`src/rtl/semaphore_pkg.sv`:
```
// Shared definitions for the semaphore lock protocol: client state encoding,
// default sizing, and a grant-bus sanity helper used by requester and arbiter.
package semaphore_pkg;

  localparam int NUM_CLIENTS_DEF = 8;
  localparam int HOLD_MAX_DEF    = 15;
  localparam int CNT_W_DEF       = 4;

  typedef enum logic [1:0] {
    ST_IDLE = 2'd0,
    ST_WAIT = 2'd1,
    ST_HOLD = 2'd2,
    ST_REL  = 2'd3
  } client_state_e;

  // True when at most one bit is set; callers zero-extend buses of up to 32 clients.
  function automatic logic is_onehot0(input logic [31:0] v);
    return ((v & (v - 32'd1)) == 32'd0);
  endfunction

endpackage

```
`src/rtl/semaphore_client_fsm.sv`:
```
// One client's view of the lock: request/wait/hold/release sequencing plus the
// hold-time counter that forces a release when a critical section overruns.
module semaphore_client_fsm
  import semaphore_pkg::*;
#(
  parameter int HOLD_MAX = HOLD_MAX_DEF,
  parameter int CNT_W    = CNT_W_DEF
) (
  input  logic clk,
  input  logic rst_n,
  input  logic want,
  input  logic done,
  input  logic grant,
  output logic req,
  output logic rel,
  output logic owns,
  output logic timeout,
  output logic fault
);

  client_state_e    state_r, state_s;
  logic [CNT_W-1:0] cnt_r, cnt_s;
  logic             cancel_r, cancel_s;
  logic             req_r, req_s;
  logic             rel_r, rel_s;
  logic             owns_r, owns_s;
  logic             tout_r, tout_s;
  logic             fault_s;

  // State, counter and registered client outputs.
  always_ff @(posedge clk) begin
    if (!rst_n) begin
      state_r  <= ST_IDLE;
      cnt_r    <= '0;
      cancel_r <= 1'b0;
      req_r    <= 1'b0;
      rel_r    <= 1'b0;
      owns_r   <= 1'b0;
      tout_r   <= 1'b0;
    end else begin
      state_r  <= state_s;
      cnt_r    <= cnt_s;
      cancel_r <= cancel_s;
      req_r    <= req_s;
      rel_r    <= rel_s;
      owns_r   <= owns_s;
      tout_r   <= tout_s;
    end
  end

  // Next-state and next-output decode.
  always_comb begin
    state_s  = state_r;
    cnt_s    = cnt_r;
    cancel_s = cancel_r;
    req_s    = 1'b0;
    rel_s    = 1'b0;
    owns_s   = owns_r;
    tout_s   = 1'b0;
    fault_s  = 1'b0;
    case (state_r)
      ST_IDLE: begin
        fault_s = grant;
        if (want) begin
          req_s    = 1'b1;
          cancel_s = 1'b0;
          state_s  = ST_WAIT;
        end else begin
          state_s  = ST_IDLE;
        end
      end
      ST_WAIT: begin
        // A request already queued cannot be withdrawn, so a cancelled client
        // still takes its grant and hands it straight back.
        if (grant) begin
          cancel_s = 1'b0;
          if (cancel_r || !want) begin
            rel_s   = 1'b1;
            owns_s  = 1'b0;
            state_s = ST_REL;
          end else begin
            owns_s  = 1'b1;
            cnt_s   = '0;
            state_s = ST_HOLD;
          end
        end else begin
          cancel_s = cancel_r | ~want;
        end
      end
      ST_HOLD: begin
        if (!grant) begin
          fault_s = 1'b1;
          owns_s  = 1'b0;
          state_s = ST_IDLE;
        end else if (done) begin
          rel_s   = 1'b1;
          owns_s  = 1'b0;
          state_s = ST_REL;
        end else if (cnt_r == CNT_W'(HOLD_MAX)) begin
          rel_s   = 1'b1;
          tout_s  = 1'b1;
          owns_s  = 1'b0;
          state_s = ST_REL;
        end else begin
          cnt_s   = cnt_r + CNT_W'(1);
        end
      end
      ST_REL: begin
        owns_s = 1'b0;
        if (!grant) begin
          state_s = ST_IDLE;
        end else begin
          state_s = ST_REL;
        end
      end
      default: begin
        owns_s  = 1'b0;
        state_s = ST_IDLE;
      end
    endcase
  end

  assign req     = req_r;
  assign rel     = rel_r;
  assign owns    = owns_r;
  assign timeout = tout_r;
  assign fault   = fault_s;

endmodule

```
`src/rtl/semaphore_requester.sv`:
```
// Client-side end of the semaphore lock protocol: one FSM per client slot plus
// grant-bus checking folded into a sticky protocol error flag.
module semaphore_requester
  import semaphore_pkg::*;
#(
  parameter int NUM_CLIENTS = NUM_CLIENTS_DEF,
  parameter int HOLD_MAX    = HOLD_MAX_DEF,
  parameter int CNT_W       = CNT_W_DEF
) (
  input  logic                   clk,
  input  logic                   rst_n,
  input  logic [NUM_CLIENTS-1:0] want_i,
  input  logic [NUM_CLIENTS-1:0] done_i,
  input  logic [NUM_CLIENTS-1:0] grant_i,
  output logic [NUM_CLIENTS-1:0] req_o,
  output logic [NUM_CLIENTS-1:0] release_o,
  output logic [NUM_CLIENTS-1:0] owns_o,
  output logic [NUM_CLIENTS-1:0] timeout_o,
  output logic                   err_o
);

  logic [NUM_CLIENTS-1:0] fault_s;
  logic                   grant_bad_s;
  logic                   err_r;

  for (genvar gi = 0; gi < NUM_CLIENTS; gi++) begin : g_client
    semaphore_client_fsm #(
      .HOLD_MAX (HOLD_MAX),
      .CNT_W    (CNT_W)
    ) u_fsm (
      .clk     (clk),
      .rst_n   (rst_n),
      .want    (want_i[gi]),
      .done    (done_i[gi]),
      .grant   (grant_i[gi]),
      .req     (req_o[gi]),
      .rel     (release_o[gi]),
      .owns    (owns_o[gi]),
      .timeout (timeout_o[gi]),
      .fault   (fault_s[gi])
    );
  end

  // Grant bus must be idle or name exactly one owner.
  always_comb begin
    grant_bad_s = !is_onehot0(32'(grant_i));
  end

  // Sticky protocol error, cleared only by reset.
  always_ff @(posedge clk) begin
    if (!rst_n) begin
      err_r <= 1'b0;
    end else begin
      err_r <= err_r | grant_bad_s | (|fault_s);
    end
  end

  assign err_o = err_r;

endmodule

```
`config.mk`:
```
export PLATFORM = sky130hd
export DESIGN_NAME = semaphore_requester
export DESIGN_NICKNAME = d
export VERILOG_FILES = /design/src/rtl/semaphore_pkg.sv /design/src/rtl/semaphore_client_fsm.sv /design/src/rtl/semaphore_requester.sv
export SDC_FILE = /design/constraint.sdc
export NUM_CORES = 1
export LEC_CHECK = 0
export ABC_AREA = 0
export CAP_MARGIN = 20
export CORE_UTILIZATION = 50
export DETAILED_ROUTE_END_ITERATION = 10
export GPL_ROUTABILITY_DRIVEN = 0
export PLACE_DENSITY = 0.74
export SLEW_MARGIN = 20
export SYNTH_ARGS = -nofsm -noshare
export SYNTH_HDL_FRONTEND = slang
export SYNTH_SLANG_ARGS = --single-unit
```
`constraint.sdc`:
```
create_clock -name clk -period 2.22 [get_ports clk]
set_clock_uncertainty 0.05 [all_clocks]
set_input_delay 0.333 -clock clk [delete_from_list [all_inputs] [get_ports clk]]
set_output_delay 0.333 -clock clk [all_outputs]
set_load 0.02 [all_outputs]
```
## Word-level counts from Yosys, hierarchy flattened

Cells that the tools add are included.

- Register bits after elaboration: 89
- Word-level logic and storage cells: 545

- $add $sub $neg: 9
- Eq/ne operators: 88
- Mux-type cells: 256
- Bitwise gates (word level): 36
- Reduce and logical (&&, ||, !) cells: 99

Operators with widths:

| operator | count |
|---|---|
| two-way mux 4 bit | 40 |
| two-way mux 1 bit | 128 |
| inequality test 2 bit, second input constant | 48 |
| two-way mux 2 bit | 40 |
| one-hot mux 2 bit (4 select lines) | 8 |
| one-hot mux 4 bit (2 select lines) | 8 |
| one-hot mux 1 bit (2 select lines) | 24 |
| AND reduction 2 bit | 24 |
| AND reduction 6 bit | 8 |
| adder 4 x 1 -> 4 bit, second input constant | 8 |
| bitwise AND 8 x 32 -> 32 bit | 1 |
| == test 2 bit, second input constant | 16 |
| == test 4 bit, second input constant | 8 |
| zero test 32 bit | 1 |
| inequality test 4 x 3 -> 1 bit, second input constant | 8 |
| nonzero test 2 bit | 16 |
| OR reduction 4 bit | 8 |
| NOT 1 bit | 25 |
| one-hot mux 1 bit (3 select lines) | 8 |
| AND reduction 3 bit | 8 |
| nonzero test 3 bit | 8 |
| == test 2 x 1 -> 1 bit, second input constant | 8 |
| zero test 2 bit | 8 |
| bitwise OR 1 bit | 10 |
| other kinds (4) | 19 |

## Depth between registers and ports, before layout

- Depth after elaboration: 6
- Depth in mapped cells: 7
- Mapped depth without buffers: 6

## Modules after synthesis

From an unflattened synthesis, not the netlist that was laid out.

- Cells, all modules: 631
- Area total of the unflattened synthesis: 5836.8 sq um

Modules (own cells, without submodules):

| module | instances | cells an instance | area an instance (sq um) | seq. area each (sq um) |
|---|---|---|---|---|
| semaphore_client_fsm | 8 | 77 | 715.7 | 220.2 |
| semaphore_requester | 1 | 15 | 111.4 | 20.0 |

## Least setup slack after synthesis

No wires, ideal clock.

- Path kind: reg-to-reg
- Start: reg g_client[0].u_fsm.state_r[0]
- End: reg err_r, in the netlist err_o
- Library setup time: 120 ps
- Data arrival time: 1675 ps
- Required time: 2050 ps
- Setup slack: 375 ps
- Cell stages (with the launch flop): 8
- Period minus slack after synthesis: 1845 ps
- Path through: dfxtp_1 > inv_1 > ha_1 > clkbuf_1 > nor2b_1 > a2111oi_0 > nand4_1 > o31a_1

- Cells in the longest elaborated chain, start to end: 4
- Elaborated cells between the ends (all ways): 5

Ends and longest elaborated chain:

| item | RTL line | source |
|---|---|---|
| start, declared | semaphore_client_fsm.sv:21 | `client_state_e state_r, state_s;` |
| start signal, assigned | semaphore_client_fsm.sv:41 | `state_r <= state_s;` |
| == test 2 bit / zero test 2 bit (equally long branches) | semaphore_client_fsm.sv:61 | `case (state_r)` |
| one-hot mux 1 bit (2 select lines) (*) | semaphore_client_fsm.sv:61 |  |
| OR reduction 8 bit (*) | semaphore_requester.sv:54 | `err_r <= err_r \| grant_bad_s \| (\|fault_s);` |
| bitwise OR 1 bit (*) | semaphore_requester.sv:54 |  |
| end signal, assigned | semaphore_requester.sv:54 |  |
| end, declared | semaphore_requester.sv:24 | `logic err_r;` |

Every way passes the cells marked *; elsewhere a longest branch is shown, timed or not.
A chain may end at the register's enable or synchronous reset.

## Worst setup path after layout

- Start: reg g_client[6].u_fsm.state_r[0]
- End: reg g_client[6].u_fsm.cnt_r[3]

- Cells in the longest elaborated chain, start to end: 3
- Elaborated cells between the ends (all ways): 10

Ends and longest elaborated chain:

| item | RTL line | source |
|---|---|---|
| start, declared | semaphore_client_fsm.sv:21 |  |
| start signal, assigned | semaphore_client_fsm.sv:41 |  |
| == test 2 bit / == test 2 x 1 -> 1 bit (equally long branches) | semaphore_client_fsm.sv:61 |  |
| inequality test 2 bit (no line) / nonzero test 2 bit (equally long branches) | -- |  |
| AND reduction 6 bit (no line) | -- |  |
| end signal, assigned | semaphore_client_fsm.sv:42 | `cnt_r <= cnt_s;` |
| end, declared | semaphore_client_fsm.sv:22 | `logic [CNT_W-1:0] cnt_r, cnt_s;` |

Several ways; a longest one is shown, not always the timed one.

==> flow_summary.toml <==
[run_status]
outcome = "completed"

[logic_synthesis]
netlist-cell-type-count = 54
synthArstFlopShare_pct = 0
synth_area_leaders = "dfxtp_1, ha_1, o21ai_0"
synthMuxAreaShare_pct = 0.768
synth_cells = 645
synth-seq-area-share_pct = 33.2
ys_warn_count = 0
syn-num-nets = 718
synth_top_family_by_area = "compound AO/OA/AOI/OAI gates"
synthSimpleGateAreaFrac_pct = 21.6
synth-edff-count = 0
syn_area_um2 = 5370
ys_ff_latch = 89
synth_top_area_share_pct = 33.2
synthAdderAreaFrac_pct = 10.9
yosys.area_share.xor_xnor_pct = 0
synth.avg_cell_area_um2 = 8.33
synth_compound_area_share_pct = 24.3
synth_area_leader_cell = "dfxtp_1"
synthFlopType = "dfxtp_1"

[critical_path]
end_kind = "register"
rr_startpoint = "g_client[6].u_fsm.state_r[0]$_SDFFE_PN0P_"
critPathMaxFanout = 8
critical_path_class = "reg2reg"
worstPathRequired_ps = 2440
path_buf_inv = 1
cpMaxStageDelayCell = "or4_1"
worstPathArrival_ps = 2300
slowest_delay_ps = 540
path_delay_family = "simple AND/OR/NAND/NOR gates"
startpoint = "g_client[6].u_fsm.state_r[0]$_SDFFE_PN0P_"
crit_chain = "inv_1 > ha_1 > and2b_2 > a2bb2oi_1 > or4_1 > a21boi_0"
start_kind = "register"

[floorplan]
die_area_um2 = 11200
die_x_um = 106
ioPinCount = 59
start_util_pct = 51.8
fp.coreArea_um2 = 10400
fp.dieH_um = 106
rows = 37

[sta]
finalCritPeriodShare_pct = 93.7
slew_viol_final = 0
slew_headroom_pct = 58.7
setup_slack_ps = 139
rsz0062_at_grt = "false"
max_freq_mhz = 481
hold_violations = 0
post-route-min-period_ps = 2080
fin_tns_setup_ps = 0
setup_viol = 0
tightestPinTransition_ps = 613

[routing]
vias_per_cell = 5.79
routedWlPerCell_um = 14.0
vias = 4779
post-route-drc-count = 0
drtAntennaViolNets = 0
drt_pass1_iterations = 4
first_iter_violations = 244
wl_um = 11600

[clock_tree]
clk_latency_ps = 360
numCtsBuffers = 9
cts_tree = "done"
htreeDepth = 3
clk_pin_slew_worst_paths_ps = 90
root_buffer = "clkbuf_8"
clock-sinks = 89
cts_buffer_depth = 2

[global_route]
grt_util_all_layers_pct = 21.6
use_met2_pct = 37.8
grt_pass1_wl_um = 19800
grt_busiest_layer = "met2"
use_met1_pct = 25.9
grt_pass1_vias = 4419
globalRoute.totalOverflow = 0
antenna_found_initial = 0
grt_use_met3_pct = 3.15
grt_max_degree = 43

[hold_path]
hold_path.class = "reg2reg"
hp-start = "g_client[0].u_fsm.cancel_r$_SDFFE_PN0P_"

[final_layout]
fin_cells = 826
final_common_cell = "dfxtp_1"
fill_cells = 959
final_util_pct = 59.2
area_growth_pct = 14.2
antennaDiodeCount = 0
multi_input_area_um2 = 3100
final_cell_mix = "dfxtp_1, o21ai_0, clkdlybuf4s50_1"
final_nets = 759
seq_area_um2 = 1780
drive_gt1_share_pct = 7.54

[pwr]
pwr-share-comb_pct = 34.4
switchingPower_w = 0.00151
swShare_pct = 35.1
pwr-share-clk_pct = 22.7
ir_drop_mv = 0.367
leakage_nw = 2.33
intPower_w = 0.00280
cellPowerDensity_nw_per_um2 = 702
power_frac_seq_pct = 42.9

[placed_design]
dp_hpwl_um = 8570
port-buffer-count = 58
place_ws_ps = 44.7
dp.cells = 811

[run]
drv_cap = 0
[power groups by stage]
stage               registers, W  clock network [W]  logic [W]
global route             0.00187            0.00107    0.00165
global placement         0.00188                  0    0.00143
CTS                      0.00185            0.00101    0.00147
detailed placement       0.00188                  0    0.00146
floorplan                0.00185                  0    0.00110
finish                   0.00185           0.000980    0.00148
[sequential cells by signal, summed over array words and instances (netlist names)]
| register | cells |
|---|---|
| g_client.u_fsm.state_r | 16 |
| err_o | 1 |
| g_client.u_fsm.timeout | 8 |
| g_client.u_fsm.cancel_r | 8 |
| g_client.u_fsm.cnt_r | 32 |
| g_client.u_fsm.req | 8 |
| g_client.u_fsm.rel | 8 |
| g_client.u_fsm.owns | 8 |
[Yosys cell counts, types with 3 or more instances]
cell type	count
nand2b_1	22
o31a_1	4
a31oi_1	14
o31ai_1	12
nand4_1	6
nand3_1	32
buf_4	33
a21boi_0	19
a211oi_1	4
or3_1	8
o21a_1	4
inv_1	40
nor2b_1	17
nor3_1	18
a2bb2oi_1	6
nor4_1	5
dfxtp_1	89
nand2_1	23
a21oi_1	50
o21ai_1	3
ha_1	47
nor2_1	25
nand4b_1	4
o21ai_0	67
and2b_2	5
clkbuf_1	16
and2_1	5
nor3b_1	6
a41o_1	6
and3_1	8
mux2i_1	3
or4_1	13
o211ai_1	6
[layout make-up]
cell class / count / share of cell area, %
multi-input combinational: 464 / 50.5
sequential: 89 / 29.0
tap: 136 / 2.77
clock inverter: 4 / 0.326
inverter: 40 / 2.45
timing repair buffer: 82 / 12.6
clock buffer: 11 / 2.30
[per-layer routing]
layer,up-vias,wire (µm)
met1,2272,5300
met4,0,194
met2,105,5680
met5,-,0
li1,2388,-
met3,14,430
[stage by stage]
stage | power, W | area (µm²) | hold slack, ps
2_1_floorplan | 0.00295 | 5370 | 361
3_3_place_gp | 0.00330 | 5970 | 408
3_5_place_dp | 0.00335 | 5970 | 424
4_1_cts | 0.00433 | 6130 | 436
5_1_grt | 0.00460 | 6140 | 461
6_report | 0.00431 | 6140 | 434
[worst min-delay path: cells and delay by family, from the launching register on]
| family | cells | cell delay [ps] |
|---|---|---|
| AOI/OAI and AO/OA | 1 | 50 |
| DFF | 1 | 330 |
| and+or+nand+nor | 1 | 60 |
[cells by family after synthesis]
| logic type | after synthesis |
|---|---|
| buf+inv | 92 |
| simple gates | 205 |
| fa+ha+maj | 47 |
| mux | 4 |
| compound gates | 208 |
| flops | 89 |
[repair_timing]
| action | CTS | global route |
|---|---|---|
| setup endpoints to repair | 0 | 2 |
| buffers inserted | 0 | 0 |
| resized for setup | 0 | 3 |
| hold buffers | 0 | 0 |
[final timing paths]
kind / cells after the start / endpoint / slack, ps
max reg2reg: 6 / g_client[6].u_fsm.cnt_r[3]$_SDFFE_PN0P_ / 140
max: 6 / g_client[6].u_fsm.cnt_r[3]$_SDFFE_PN0P_ / 140
min: 2 / g_client[0].u_fsm.cancel_r$_SDFFE_PN0P_ / 430
min reg2reg: 2 / g_client[0].u_fsm.cancel_r$_SDFFE_PN0P_ / 430
No activity file was read; power rests on OpenSTA's default activity.
